## src/rtl/apb_reg_slave_if.sv

```systemverilog
// APB completer bus bundle for apb_reg_slave: address/control/data from the
// requester, ready/rdata/slv_err back from the completer.
interface apb_reg_slave_if #(
    parameter int ADDR_WIDTH = 32
);
    logic [ADDR_WIDTH-1:0] addr;
    logic                  sel;
    logic                  enable;
    logic                  wr_rd;
    logic [31:0]           wdata;
    logic [3:0]            wstrobe;
    logic                  ready;
    logic [31:0]           rdata;
    logic                  slv_err;

    modport master (
        output addr, sel, enable, wr_rd, wdata, wstrobe,
        input  ready, rdata, slv_err
    );

    modport slave (
        input  addr, sel, enable, wr_rd, wdata, wstrobe,
        output ready, rdata, slv_err
    );
endinterface

```

## src/rtl/apb_reg_slave.sv

```systemverilog
// APB register bank: NR_REGS byte-strobed 32-bit registers with programmable wait states.
// Define APB_REG_SLAVE_SLVERR_EN to report out-of-range/misaligned accesses on slv_err.
module apb_reg_slave #(
    parameter int                    ADDR_WIDTH  = 32,
    parameter int                    NR_REGS     = 8,
    parameter logic [ADDR_WIDTH-1:0] BASE_ADDR   = '0,
    parameter int                    WAIT_STATES = 0
) (
    input  logic                   clk,
    input  logic                   rst,
    apb_reg_slave_if.slave         bus,
    output logic [NR_REGS*32-1:0]  reg_q,
    output logic [NR_REGS-1:0]     wr_pulse
);
    localparam int                    IDX_W = (NR_REGS > 1) ? $clog2(NR_REGS) : 1;
    localparam logic [ADDR_WIDTH-1:0] SPAN  = ADDR_WIDTH'(4 * NR_REGS);
    localparam logic [3:0]            WS    = 4'(WAIT_STATES);

    logic                  access;
    logic                  ready_int;
    logic                  hit;
    logic                  commit;
    logic [3:0]            cnt_reg;
    logic [3:0]            cnt_next;
    logic [ADDR_WIDTH-1:0] off;
    logic [IDX_W-1:0]      idx;
    logic [NR_REGS-1:0]    lane_hit;
    logic [NR_REGS-1:0]    wr_pulse_reg;
    logic [NR_REGS-1:0]    wr_pulse_next;
    logic [31:0]           regs_view [NR_REGS];
    logic [31:0]           rdata_mux;

    assign access    = bus.sel & bus.enable;
    // Reset forces ready low so nothing can complete, or commit, while rst is held.
    assign ready_int = !rst && access && (cnt_reg == WS);
    assign off       = bus.addr - BASE_ADDR;
    assign hit       = (off < SPAN) && (off[1:0] == 2'b00);
    assign idx       = off[IDX_W+1:2];
    assign commit    = ready_int && bus.wr_rd && hit;

    always_comb begin
        cnt_next = 4'd0;
        if (access && !ready_int) begin
            cnt_next = cnt_reg + 4'd1;
        end
    end

    always_ff @(posedge clk) begin
        if (rst) begin
            cnt_reg <= 4'd0;
        end else begin
            cnt_reg <= cnt_next;
        end
    end

    genvar gi;
    generate
        for (gi = 0; gi < NR_REGS; gi++) begin : g_reg
            logic [31:0] data_reg;

            assign lane_hit[gi] = hit && (idx == IDX_W'(gi));

            always_ff @(posedge clk) begin
                if (rst) begin
                    data_reg <= 32'd0;
                end else if (commit && lane_hit[gi]) begin
                    for (int b = 0; b < 4; b++) begin
                        if (bus.wstrobe[b]) begin
                            data_reg[8*b +: 8] <= bus.wdata[8*b +: 8];
                        end
                    end
                end
            end

            assign regs_view[gi]      = data_reg;
            assign reg_q[32*gi +: 32] = data_reg;
        end
    endgenerate

    // A zero-strobe write still counts as a write for the peripheral's pulse.
    assign wr_pulse_next = commit ? lane_hit : '0;

    always_ff @(posedge clk) begin
        if (rst) begin
            wr_pulse_reg <= '0;
        end else begin
            wr_pulse_reg <= wr_pulse_next;
        end
    end

    assign wr_pulse = wr_pulse_reg;

    always_comb begin
        rdata_mux = 32'd0;
        for (int i = 0; i < NR_REGS; i++) begin
            if (lane_hit[i]) begin
                rdata_mux = regs_view[i];
            end
        end
    end

    assign bus.ready = ready_int;
    assign bus.rdata = (ready_int && !bus.wr_rd) ? rdata_mux : 32'd0;

`ifdef APB_REG_SLAVE_SLVERR_EN
    assign bus.slv_err = ready_int && !hit;
`else
    assign bus.slv_err = 1'b0;
`endif

endmodule

```

## src/flat_wrapper.sv

```systemverilog
// flat-port wrapper written by rule: the top's interface ports become plain ports
module apb_reg_slave_flat 
#(
    parameter int                    ADDR_WIDTH  = 32,
    parameter int                    NR_REGS     = 8,
    parameter logic [ADDR_WIDTH-1:0] BASE_ADDR   = '0,
    parameter int                    WAIT_STATES = 0
)
  (clk, rst, reg_q, wr_pulse, bus_addr, bus_sel, bus_enable, bus_wr_rd, bus_wdata, bus_wstrobe, bus_ready, bus_rdata, bus_slv_err);
  apb_reg_slave_if #(.ADDR_WIDTH(ADDR_WIDTH)) bus_i ();
  input  logic clk;
  input  logic rst;
  output logic [NR_REGS*32-1:0] reg_q;
  output logic [NR_REGS-1:0] wr_pulse;
  input wire logic [$bits(bus_i.addr)-1:0] bus_addr;
  input wire logic [$bits(bus_i.sel)-1:0] bus_sel;
  input wire logic [$bits(bus_i.enable)-1:0] bus_enable;
  input wire logic [$bits(bus_i.wr_rd)-1:0] bus_wr_rd;
  input wire logic [$bits(bus_i.wdata)-1:0] bus_wdata;
  input wire logic [$bits(bus_i.wstrobe)-1:0] bus_wstrobe;
  output wire logic [$bits(bus_i.ready)-1:0] bus_ready;
  output wire logic [$bits(bus_i.rdata)-1:0] bus_rdata;
  output wire logic [$bits(bus_i.slv_err)-1:0] bus_slv_err;
  assign bus_i.addr = bus_addr;
  assign bus_i.sel = bus_sel;
  assign bus_i.enable = bus_enable;
  assign bus_i.wr_rd = bus_wr_rd;
  assign bus_i.wdata = bus_wdata;
  assign bus_i.wstrobe = bus_wstrobe;
  assign bus_ready = bus_i.ready;
  assign bus_rdata = bus_i.rdata;
  assign bus_slv_err = bus_i.slv_err;
  apb_reg_slave #(.ADDR_WIDTH(ADDR_WIDTH), .NR_REGS(NR_REGS), .BASE_ADDR(BASE_ADDR), .WAIT_STATES(WAIT_STATES)) u_core (.clk(clk), .rst(rst), .bus(bus_i), .reg_q(reg_q), .wr_pulse(wr_pulse));
endmodule
```

## config.mk

```make
export PLATFORM = sky130hd
export DESIGN_NAME = apb_reg_slave_flat
export DESIGN_NICKNAME = d
export VERILOG_FILES = /design/src/rtl/apb_reg_slave_if.sv /design/src/rtl/apb_reg_slave.sv /design/src/flat_wrapper.sv
export SDC_FILE = /design/constraint.sdc
export NUM_CORES = 1
export LEC_CHECK = 0
export BUFFER_PORTS_ARGS = -buffer_cell sky130_fd_sc_hd__buf_4
export CORE_UTILIZATION = 50
export DETAILED_ROUTE_END_ITERATION = 8
export HOLD_SLACK_MARGIN = 0.03
export PLACE_DENSITY = 0.77
export SETUP_SLACK_MARGIN = 0.1
export SKIP_CTS_REPAIR_TIMING = 1
export SYNTH_ARGS = -nofsm -noshare
export SYNTH_HDL_FRONTEND = slang
export SYNTH_SLANG_ARGS = --single-unit
```

## constraint.sdc

```tcl
create_clock -name clk -period 6.63 [get_ports clk]
set_input_delay 0.663 -clock clk [delete_from_list [all_inputs] [get_ports clk]]
set_output_delay 0.663 -clock clk [all_outputs]
set_load 0.01 [all_outputs]
```

Word-level counts from Yosys, hierarchy flattened
Cells that the tools add are included.
{"block": "classes", "reduce_logical": 63, "bitwise_logic": 3, "n_addsub": 1, "magnitude_cmp": 1, "muxes": 9, "n_eq_ne": 7}
{"operator": "$mux W32", "count": 9}
{"operator": "$reduce_and A2 Y1", "count": 32}
{"operator": "$lt A32 B6 Y1 const B", "count": 1}
{"operator": "$logic_and A1 B1 Y1", "count": 23}
{"operator": "$eq A3 B3 Y1 const B", "count": 4}
{"operator": "$eq A3 B2 Y1 const B", "count": 2}
{"operator": "$add A4 B1 Y4 const B", "count": 1}
{"operator": "$logic_not A4 Y1", "count": 1}
{"operator": "$reduce_or A2 Y1", "count": 2}
{"operator": "$eq A3 B1 Y1 const B", "count": 1}
{"operator": "$logic_not A1 Y1", "count": 3}
{"operator": "$logic_not A3 Y1", "count": 1}
{"operator": "$logic_not A2 Y1", "count": 1}
{"operator": "$not A1 Y1", "count": 2}
{"operator": "$and A1 B1 Y1", "count": 1}
{"block": "word_totals", "reg_bits": 268, "inputBits": 73, "word_cells": 118}

Depth between registers and ports, before layout
{"block": "depth", "word_depth": 12, "depth_mapped": 7}

Worst setup path after synthesis
Ideal clock, no wire load.
{"block": "synth_timing", "kind": "input to output", "startpoint": "input port bus_addr[16]", "endpoint": "output port bus_rdata[21]", "setup_slack_ns": 3.431, "stages": 5, "n_path_buf": 1, "arrival_ns": 2.536, "cell_sequence": "or4_1 nor4_4 nand4b_1 clkbuf_1 a2111oi_1"}
{"block": "synth_between", "elab_chain_cells": 12, "elab_cells_between_ends": 19}
{"item": "from (decl)", "line": "flat_wrapper.sv:15", "rtl": "input wire logic [$bits(bus_i.addr)-1:0] bus_addr;"}
{"item": "$lt A32 B6 Y1 (*)", "line": "apb_reg_slave.sv:37", "rtl": "assign hit = (off < SPAN) && (off[1:0] == 2'b00);"}
{"item": "$logic_and A1 B1 Y1 (*)", "line": "apb_reg_slave.sv:37"}
{"item": "$logic_and A1 B1 Y1", "line": "apb_reg_slave.sv:61", "rtl": "assign lane_hit[gi] = hit && (idx == IDX_W'(gi));"}
{"item": "$mux W32 (7 in series)", "line": "apb_reg_slave.sv:96", "rtl": "if (lane_hit[i]) begin"}
{"item": "$mux W32 (*)", "line": "apb_reg_slave.sv:96"}
{"item": "$mux W32 (*)", "line": "apb_reg_slave.sv:103", "rtl": "assign bus.rdata = (ready_int && !bus.wr_rd) ? rdata_mux : 32'd0;"}
{"item": "to (decl)", "line": "flat_wrapper.sv:22", "rtl": "output wire logic [$bits(bus_i.rdata)-1:0] bus_rdata;"}
Mark *: on every way between the ends. The rest lies on a longest branch, timed or not.

Worst setup path in the final report
{"block": "layout_timing", "startpoint": "register u_core.cnt_reg[0]", "endpoint": "output port bus_rdata[8]"}
{"block": "layout_between", "elab_chain_cells": 4}
{"item": "from (decl)", "line": "apb_reg_slave.sv:23", "rtl": "logic [3:0] cnt_reg;"}
{"item": "from (signal assigned)", "line": "apb_reg_slave.sv:52", "rtl": "cnt_reg <= cnt_next;"}
{"item": "$logic_not A4 Y1", "line": "apb_reg_slave.sv:35", "rtl": "assign ready_int = !rst && access && (cnt_reg == WS);"}
{"item": "$logic_and A1 B1 Y1", "line": "apb_reg_slave.sv:35"}
{"item": "$logic_and A1 B1 Y1", "line": "apb_reg_slave.sv:103"}
{"item": "$mux W32", "line": "apb_reg_slave.sv:103"}
No other way between the ends.

==> flow_summary.yaml <==
clock_network:
  cts_tree: "built"
  clkSinkCount: 268
  cts.reportedPaths.clkPinSlew_ns: 0.06
  insertion_delay_ns: 0.53
  clock-root-buffer: "clkbuf_16"
  cts_buffers: 29
  h-tree-depth: 1
  cts_buffer_depth: 3
timing:
  worst_slack_ns: 2.26
  rsz0062_at_grt: "false"
  fin_skew_ns: 0.0120
  period_share_pct: 65.9
  holdWs_ns: 0.485
  setup_tns_ns: 0
  setup_viol: 0
  period_minus_slack_ns: 4.37
  slew_violations: 0
  relSlewSlack_pct: 40.4
  finalHoldViolCount: 0
  tightest_slew_ns: 0.894
  max_freq_ghz: 0.229
cells_and_area:
  num-fill-cells: 2117
  multi_input_area_sq_um: 7410
  drive_gt1_share_pct: 34.0
  largest_reg_flops: 256
  fin_nets: 1565
  fin_util_pct: 65.2
  seq_area_sq_um: 5370
  synthToLayoutAreaGrowth_pct: 28.2
  n_antenna_cell: 0
yosys:
  synth_area_per_cell_sq_um: 11.1
  synthArstFlopShare_pct: 0
  synth-seq-area-share_pct: 40.6
  synth_edf_count: 0
  syn_area_sq_um: 13200
  synth_ff_type: "dfxtp_1"
  syn_nets: 1263
  yosysMostFrequentCell: "nand2b_1"
  synth_common_cells: "nand2b_1, mux2i_1, dfxtp_1, nor2_1, mux4_2"
  yosys-top-cells-area: "dfxtp_1, mux2i_1, nand2b_1, mux4_2, nand4_4"
  yosysUniqueCellTypes: 38
  synthesis.instances: 1188
  synth-seq-cells: 268
  synth_top_cell_by_area: "dfxtp_1"
  yosys.area.top_type_share_pct: 40.6
  yosysWarnings: 0
critical_path:
  critPathArrivalTime_ns: 3.71
  r2r_cells: 7
  endpoint: "bus_rdata[8]"
  path_class: "flip-flop to primary output"
  crit_start: "u_core.cnt_reg[0]"
  endpoint_kind: "primary output"
  critPathRequiredTime_ns: 5.97
  rr_startpoint: "u_core.cnt_reg[0]"
  reg2reg_to: "u_core.g_reg[4].data_reg[16]"
  rrSetupSlack_ns: 3.40
  cp_max_fo: 36
  start_kind: "flip-flop"
pwr:
  peakVddDrop_mv: 0.144
  total_power_mw: 3.33
  p_per_area_nw_per_um2: 196
  power_leakage_nw: 8.57
route:
  ant_nets: 0
  drt-vias-per-instance: 5.49
  drt_iter0_drc: 636
  avgRoutedWirePerCell_microns: 20.6
  routed_wl_mm: 38.1
  drt-pass1-iter-count: 7
  drc: 0
  vias: 10110
global_route:
  grt_pass1_wl_mm: 56.6
  use_met3_pct: 4.47
  grt_util_all_layers_pct: 27.3
  antenna_found_initial: 0
  grt_pass1_vias: 9944
  grt_use_met1_pct: 34.6
  use_met2_pct: 47.2
  grt-busiest-layer: "met2"
  overflow: 0
  grt_max_degree: 106
floorplan:
  std_cell_rows: 59
  floorplan.initialDensity_pct: 50.9
  core-area_sq_um: 26000
  num_io_pins: 371
  die_x_microns: 165
  dieHeight_microns: 165
  die-area_sq_um: 27100
placement:
  dpl_worst_slack_ns: 2.43
  portBuffers: 369
  gp_congestion: 0.808
  hpwlAfterDp_mm: 25.6
status:
  status: "complete, no violations"
worst_hold_path:
  hp-class: "flip-flop to flip-flop"
flow_run:
  cap_violations: 0
## cells in the final DEF (no fill, tap or decap), drive strengths merged
master / instances
clkinv: 8
and4: 5
or3b: 1
and3: 1
bufinv: 1
nand3b: 5
clkbuf: 41
or4: 3
o21ai: 3
xor2: 1
nand4b: 1
nand4: 31
dfxtp: 268
nor4: 9
mux2i: 287
a211oi: 3
a21o: 3
nand2b: 291
a221oi: 1
o22ai: 3
or2: 1
buf: 378
conb: 1
nand3: 5
mux4: 60
mux2: 1
nor2: 73
nor2b: 5
xnor2: 1
a2111oi: 3
inv: 3
nand2: 9
ha: 2
## worst min path at each step
stage	startpoint	end	slack [ns]	cells past startpoint
after detailed placement	u_core.cnt_reg[0]	u_core.cnt_reg[0]	0.46	1
after global routing	u_core.g_reg[7].data_reg[1]	u_core.g_reg[7].data_reg[1]	0.51	2
after global placement	u_core.cnt_reg[0]	u_core.cnt_reg[0]	0.45	1
final	u_core.cnt_reg[0]	u_core.cnt_reg[0]	0.48	1
after floorplan	u_core.cnt_reg[0]	u_core.cnt_reg[0]	0.43	1
after CTS	u_core.cnt_reg[0]	u_core.cnt_reg[0]	0.48	1
## worst max-delay path, stage by stage (launching register included)
cell,delay (ns)
dfxtp_1,0.33
inv_1,0.06
ha_1,0.13
or3b_1,0.48
nor4_4,0.41
buf_4,0.69
nand4b_1,0.25
buf_4,0.28
a2111oi_0,0.33
buf_4,0.19
## kinds of logic (layout without fill, tap and decap cells)
logic type | count (synthesis) | in the layout | share of synthesized area, %
AO/OA/AOI/OAI | 16 | 16 | 0.871
XOR/XNOR | 2 | 2 | 0.132
adder cells (fa/ha/maj) | 2 | 2 | 0.189
buffers and inverters | 111 | 431 | 3.41
flip-flops | 268 | 268 | 40.6
multiplexers | 348 | 348 | 32.0
other | 1 | 1 | 0.0284
AND/OR/NAND/NOR | 440 | 440 | 22.8
## metrics by stage
step                      std cells  cell area [sq um]
after floorplan                1188              13200
after global placement         1794              16000
after detailed placement       1794              16000
after CTS                      1843              17000
after global routing           1843              17000
final                          1843              17000
## cell type report
class	count	share of cell area [%]
clock buffers	41	4.96
inverters	4	0.0886
flip-flops and latches	268	31.7
multi-input cells	809	43.7
clock inverters	8	0.384
well taps	335	2.47
repair buffers	378	16.7
## metal layers
metal  vias up  share of wire (%)
met5         -                  0
met4         0                2.5
met3        67                6.5
met2       372                 49
met1      4928                 42
li1       4743                  -
## report_power, final
group | switching [mW] | internal, mW
clock network | 0.627 | 0.910
logic | 0.0986 | 0.0826
registers | 0.0000000000220 | 1.61
total | 0.725 | 2.60
Power figures use the tool's default switching activity.
